File: src/rtl/imem_fetch_arbiter_pkg.sv
// rtl/imem_fetch_arbiter_pkg.sv - shared constants for the instruction fetch path
package imem_fetch_arbiter_pkg;

    // Byte-address width of the 8 KiB instruction ROM.
    localparam int AW = 13;

    // Default program counter after reset.
    localparam logic [AW-1:0] RESET_PC_DEFAULT = 13'h0000;

    // addi x0, x0, 0 - what the IF stage presents before any real fetch.
    localparam logic [31:0] INSTR_NOP = 32'h00000013;

endpackage

File: src/rtl/imem_port_arb.sv
// rtl/imem_port_arb.sv - ROM port arbitration between fetch and data reads
//
// Ports:
//   clk, rst            clock, synchronous active-high reset
//   stall               IF stage held by the hazard unit
//   redirect_valid      taken branch/jump this cycle
//   dreq_valid          data-side read request
//   dreq_addr           data read byte address (bits [1:0] ignored)
//   pc_q                current fetch PC
//   dgrant              data request owns the ROM port this cycle
//   fetch               fetch owns the ROM port and the IF packet advances
//   rom_addr            word-aligned address driven to the ROM
//   burst_cnt           consecutive data grants that displaced a fetch
module imem_port_arb
    import imem_fetch_arbiter_pkg::*;
#(
    parameter int AW     = imem_fetch_arbiter_pkg::AW,
    parameter int DBURST = 4,
    parameter int CW     = $clog2(DBURST + 1)
) (
    input  logic          clk,
    input  logic          rst,
    input  logic          stall,
    input  logic          redirect_valid,
    input  logic          dreq_valid,
    input  logic [AW-1:0] dreq_addr,
    input  logic [AW-1:0] pc_q,
    output logic          dgrant,
    output logic          fetch,
    output logic [AW-1:0] rom_addr,
    output logic [CW-1:0] burst_cnt
);

    localparam logic [CW-1:0] BURST_MAX = CW'(DBURST);

    // During redirect or stall the fetch slot is wasted anyway, so data
    // requests are always granted then and do not count against the budget.
    always_comb begin
        dgrant   = dreq_valid && (redirect_valid || stall || (burst_cnt < BURST_MAX));
        fetch    = !redirect_valid && !stall && !dgrant;
        rom_addr = dgrant ? (dreq_addr & ~AW'(3)) : pc_q;
    end

    // Counts only grants that actually displaced a fetch; a dropped request
    // resets the budget so an idle requester never starts a burst pre-charged.
    always_ff @(posedge clk) begin
        if (rst) begin
            burst_cnt <= '0;
        end else if (!dreq_valid) begin
            burst_cnt <= '0;
        end else if (redirect_valid || stall) begin
            burst_cnt <= burst_cnt;
        end else if (dgrant) begin
            if (burst_cnt != BURST_MAX) begin
                burst_cnt <= burst_cnt + CW'(1);
            end
        end else begin
            burst_cnt <= '0;
        end
    end

endmodule

File: src/rtl/imem_fetch_arbiter.sv
// rtl/imem_fetch_arbiter.sv - PC owner, IF packet register and shared ROM port
//
// Ports:
//   clk, rst                       clock, synchronous active-high reset
//   stall                          hold PC and IF packet
//   redirect_valid, redirect_pc    flush IF and load a new PC
//   dreq_valid, dreq_addr          data-side ROM read request
//   dreq_ready                     combinational grant for the data request
//   drsp_valid, drsp_data          data response, one cycle after the grant
//   rom_addr, rom_data             single combinational-read ROM port
//   if_valid, if_pc, if_instr      registered IF-stage packet
module imem_fetch_arbiter
    import imem_fetch_arbiter_pkg::*;
#(
    parameter int            AW       = imem_fetch_arbiter_pkg::AW,
    parameter logic [AW-1:0] RESET_PC = AW'(RESET_PC_DEFAULT),
    parameter int            DBURST   = 4
) (
    input  logic          clk,
    input  logic          rst,
    input  logic          stall,
    input  logic          redirect_valid,
    input  logic [AW-1:0] redirect_pc,
    input  logic          dreq_valid,
    input  logic [AW-1:0] dreq_addr,
    output logic          dreq_ready,
    output logic          drsp_valid,
    output logic [31:0]   drsp_data,
    output logic [AW-1:0] rom_addr,
    input  logic [31:0]   rom_data,
    output logic          if_valid,
    output logic [AW-1:0] if_pc,
    output logic [31:0]   if_instr
);

    localparam int CW = $clog2(DBURST + 1);

    logic [AW-1:0] pc_q;
    logic          dgrant;
    logic          fetch;
    logic [CW-1:0] burst_cnt;

    imem_port_arb #(
        .AW     (AW),
        .DBURST (DBURST),
        .CW     (CW)
    ) u_arb (
        .clk            (clk),
        .rst            (rst),
        .stall          (stall),
        .redirect_valid (redirect_valid),
        .dreq_valid     (dreq_valid),
        .dreq_addr      (dreq_addr),
        .pc_q           (pc_q),
        .dgrant         (dgrant),
        .fetch          (fetch),
        .rom_addr       (rom_addr),
        .burst_cnt      (burst_cnt)
    );

    assign dreq_ready = dgrant;

    // IF packet and PC. Redirect beats stall; a data-displaced fetch only
    // bubbles the packet and leaves the PC where it was.
    always_ff @(posedge clk) begin
        if (rst) begin
            pc_q     <= RESET_PC;
            if_valid <= 1'b0;
            if_pc    <= '0;
            if_instr <= INSTR_NOP;
        end else if (redirect_valid) begin
            pc_q     <= redirect_pc & ~AW'(3);
            if_valid <= 1'b0;
        end else if (stall) begin
            pc_q     <= pc_q;
        end else if (fetch) begin
            if_pc    <= pc_q;
            if_instr <= rom_data;
            if_valid <= 1'b1;
            pc_q     <= pc_q + AW'(4);
        end else begin
            if_valid <= 1'b0;
        end
    end

    // Data response: drsp_data keeps the last granted word until the next grant.
    always_ff @(posedge clk) begin
        if (rst) begin
            drsp_valid <= 1'b0;
            drsp_data  <= '0;
        end else begin
            drsp_valid <= dgrant;
            if (dgrant) begin
                drsp_data <= rom_data;
            end
        end
    end

endmodule
File: config.mk
export PLATFORM = sky130hd
export DESIGN_NAME = imem_fetch_arbiter
export DESIGN_NICKNAME = d
export VERILOG_FILES = /design/src/rtl/imem_fetch_arbiter_pkg.sv /design/src/rtl/imem_port_arb.sv /design/src/rtl/imem_fetch_arbiter.sv
export SDC_FILE = /design/constraint.sdc
export NUM_CORES = 1
export LEC_CHECK = 0
export BUFFER_PORTS_ARGS = -buffer_cell sky130_fd_sc_hd__buf_2
export CAP_MARGIN = 10
export CORE_AREA = 2 2 92 94
export DETAILED_ROUTE_END_ITERATION = 8
export DIE_AREA = 0 0 94 96
export GPL_TIMING_DRIVEN = 0
export HOLD_SLACK_MARGIN = 0.06
export PLACE_DENSITY = 0.79
export SETUP_SLACK_MARGIN = 0.4
export SLEW_MARGIN = 20
export SYNTH_ARGS = -nofsm -noshare
export SYNTH_HDL_FRONTEND = slang
export SYNTH_SLANG_ARGS = --single-unit
export TNS_END_PERCENT = 5
File: constraint.sdc
create_clock -name clk -period 2.35 [get_ports clk]
set_input_delay 0.47 -clock clk [delete_from_list [all_inputs] [get_ports clk]]
set_output_delay 0.47 -clock clk [all_outputs]
set_load 0.005 [all_outputs]
==> out/metrics.yaml <==
cts:
  htree_num_levels: 3
  hold_buffers: 0
  clock_sinks: 91
  cts_buffers: 9
  clockBufferDepth: 2
  cts_tree: "yes"
  clkLatencyLatePin_ns: 0.35
  root_buffer: "clkbuf_8"
  clkSlewWorstSetupHoldPaths_ns: 0.09
worst_setup_path:
  start_kind: "flip-flop"
  path_class: "reg -> out"
  rrSetupSlack_ns: 0.62
  critPathArrivalTime_ns: 1.66
  path_max_fanout: 10
  end_kind: "primary output"
  cp.required_ns: 1.88
  rr_worst_depth: 5
  r2r-end: "pc_q[11]"
  crit_start: "u_arb.burst_cnt[2]"
  cp-endpoint: "rom_addr[9]"
  worstReg2RegStart: "pc_q[4]"
drt:
  viasPerCell: 5.00
  first_pass_iters: 4
  wl_um: 10300
  antenna_left: 0
  drt_iter0_drc: 97
  via_count: 3772
  wl_per_cell_um: 13.6
  drc: 0
placed_design:
  place.gp.congestion: 0.890
  portBuffers: 145
  placed_area_um2: 4560
  dpl.hpwl_um: 7580
yosys:
  yosys-top-cells-count: "nand2_1, dfxtp_1, a21oi_1, clkbuf_1, buf_2"
  synth.most_common_cell: "nand2_1"
  syn_area_um2: 3660
  ys_ff_latch: 91
  syn_area_per_cell_um2: 7.68
  synth_simple_gate_area_share: 0.258
  netlist_instances: 477
  synth_top_family_by_area: "simple AND/OR/NAND/NOR gates"
  synth_edf_count: 0
  synthMuxAreaShare: 0
  synth_top_area_share: 0.497
  synth_fa_ha_area_frac: 0.00683
  synth_async_sr_flop_share: 0
  synth_cell_types: 45
  synth_xor_area_frac: 0.0143
  ys.flop_type: "dfxtp_1"
  synth.area.top_cells: "dfxtp_1, nand2_1, a21oi_1"
  synth_compound_area_frac: 0.164
  synth_top_area_cell: "dfxtp_1"
  yosysWarningCount: 0
  yosysSeqAreaShare: 0.497
timing:
  setup_violations: 0
  slew_viol_final: 0
  hold_viol: 0
  clock-skew-final_ns: 0.00970
  relSlewSlack: 0.665
  tightest_slew_ns: 0.502
  tns_ns: 0
  period_needed_ns: 2.13
  period_share: 0.907
  rsz0062_at_grt: "yes"
  fmax_mhz: 469
finish:
  final_nets: 710
  antennaDiodeCount: 0
  stdcell_area_um2: 4910
  syn2layout_area_growth_pct: 34.0
  drive_gt1_frac: 0.313
pwr:
  seqPwrFrac: 0.520
  p_int_mw: 2.38
  leakagePower_nw: 2.30
  switchingPower_mw: 0.797
  combPwrFrac: 0.127
  ir_worst_vdd_uv: 322
  clockPowerShare: 0.353
  switching_share: 0.251
  power.density_nw_per_um2: 648
floorplan:
  num_rows: 33
  start_util: 0.455
  die_h_um: 96
  design.portCount: 156
  die-area_um2: 9020
  core_um2: 8050
  dieWidth_um: 94
global_route:
  grt_antenna_before_repair: 0
  grt_pass1_wl_um: 16000
  grt_max_degree: 15
  grt_pass1_vias: 3468
  grt.overflow.total: 0
  grt_use_total: 0.226
run:
  maxCapViolCount: 0
min_path:
  hold_path.class: "in -> reg"
status:
  outcome: "completed"
==> registers in the layout (all words and copies together), names as in the netlist <==
name             count
if_valid             1
if_instr            32
drsp_valid           1
u_arb.burst_cnt      3
drsp_data           32
pc_q                11
if_pc               11
==> timing repair <==
item,in CTS,in global routing
gates resized for setup,11,6
setup buffers,7,2
endpoints found under the setup margin,12,12
pin swaps,2,3
==> cells in the final DEF, fill, tap and decap left out, types with 5 or more instances in the layout <==
| cell type | instances |
|---|---|
| clkbuf_8 | 9 |
| dfxtp_1 | 90 |
| nor2_1 | 7 |
| clkbuf_1 | 15 |
| inv_1 | 9 |
| nand2_1 | 182 |
| xor2_1 | 5 |
| buf_4 | 13 |
| o21a_1 | 6 |
| nand3b_1 | 6 |
| a21oi_1 | 82 |
| buf_2 | 159 |
==> power by group through the flow <==
stage	sequential [mW]	clock, mW	combinational [mW]
final	1.65	1.12	0.403
after global routing	1.66	1.19	0.451
after CTS	1.65	1.14	0.398
after detailed placement	1.69	0	0.379
after global placement	1.69	0	0.371
after floorplan	1.69	0	0.196
==> stage by stage <==
step	util	worst slack, ns	power (mW)	cells	hold slack (ns)
after CTS	0.605	0.173	3.19	752	0.348
after detailed placement	0.566	0.0948	2.07	730	0.445
after global routing	0.609	0.161	3.30	754	0.356
after global placement	0.566	0.0732	2.06	730	0.439
after floorplan	-	0.391	1.88	480	0.432
final	0.609	0.219	3.18	754	0.359
==> area by class of cell <==
cell class                      instances  area (µm²)
Multi-Input combinational cell        341        1680
Fill cell                             742        3140
Sequential cell                        91        1830
Clock buffer                           10         128
Tap cell                              105         131
Timing Repair Buffer                  154         793
Clock inverter                          5        78.8
Buffer                                 38         225
Inverter                               10        45.0
==> how the worst min path moves through the flow <==
stage / slack, ns / end / depth (start not counted) / start
floorplan: 0.43 / if_pc[12] / 2 / pc_q[12]
detailed placement: 0.44 / drsp_data[8] / 2 / drsp_data[8]
global route: 0.36 / drsp_data[3] / 3 / rom_data[3]
CTS: 0.35 / if_instr[18] / 3 / rom_data[18]
finish: 0.36 / drsp_data[26] / 3 / rom_data[26]
global placement: 0.44 / if_instr[25] / 2 / if_instr[25]
==> cells by family after synthesis <==
kind of cell | count (synthesis)
buffers and inverters | 48
and+or+nand+nor | 224
xor gates and xnor gates | 6
AOI/OAI and AO/OA | 105
adders and majority gates | 2
DFF | 91
other | 1
==> critical path, stage by stage (launching register included) <==
cell and delay [ns]:
dfxtp_4 0.35, or3b_4 0.41, nand2_8 0.10, inv_8 0.04
clkbuf_16 0.15, nand2_2 0.07, nand2_2 0.06, buf_2 0.12
==> per-layer routing <==
metal / global-route usage / wire, µm
met2: 0.392 / 5000
met5: 0 / 0
met1: 0.274 / 4310
met4: 0.0906 / 249
met3: 0.0470 / 698
Power figures use the tool's default switching activity.
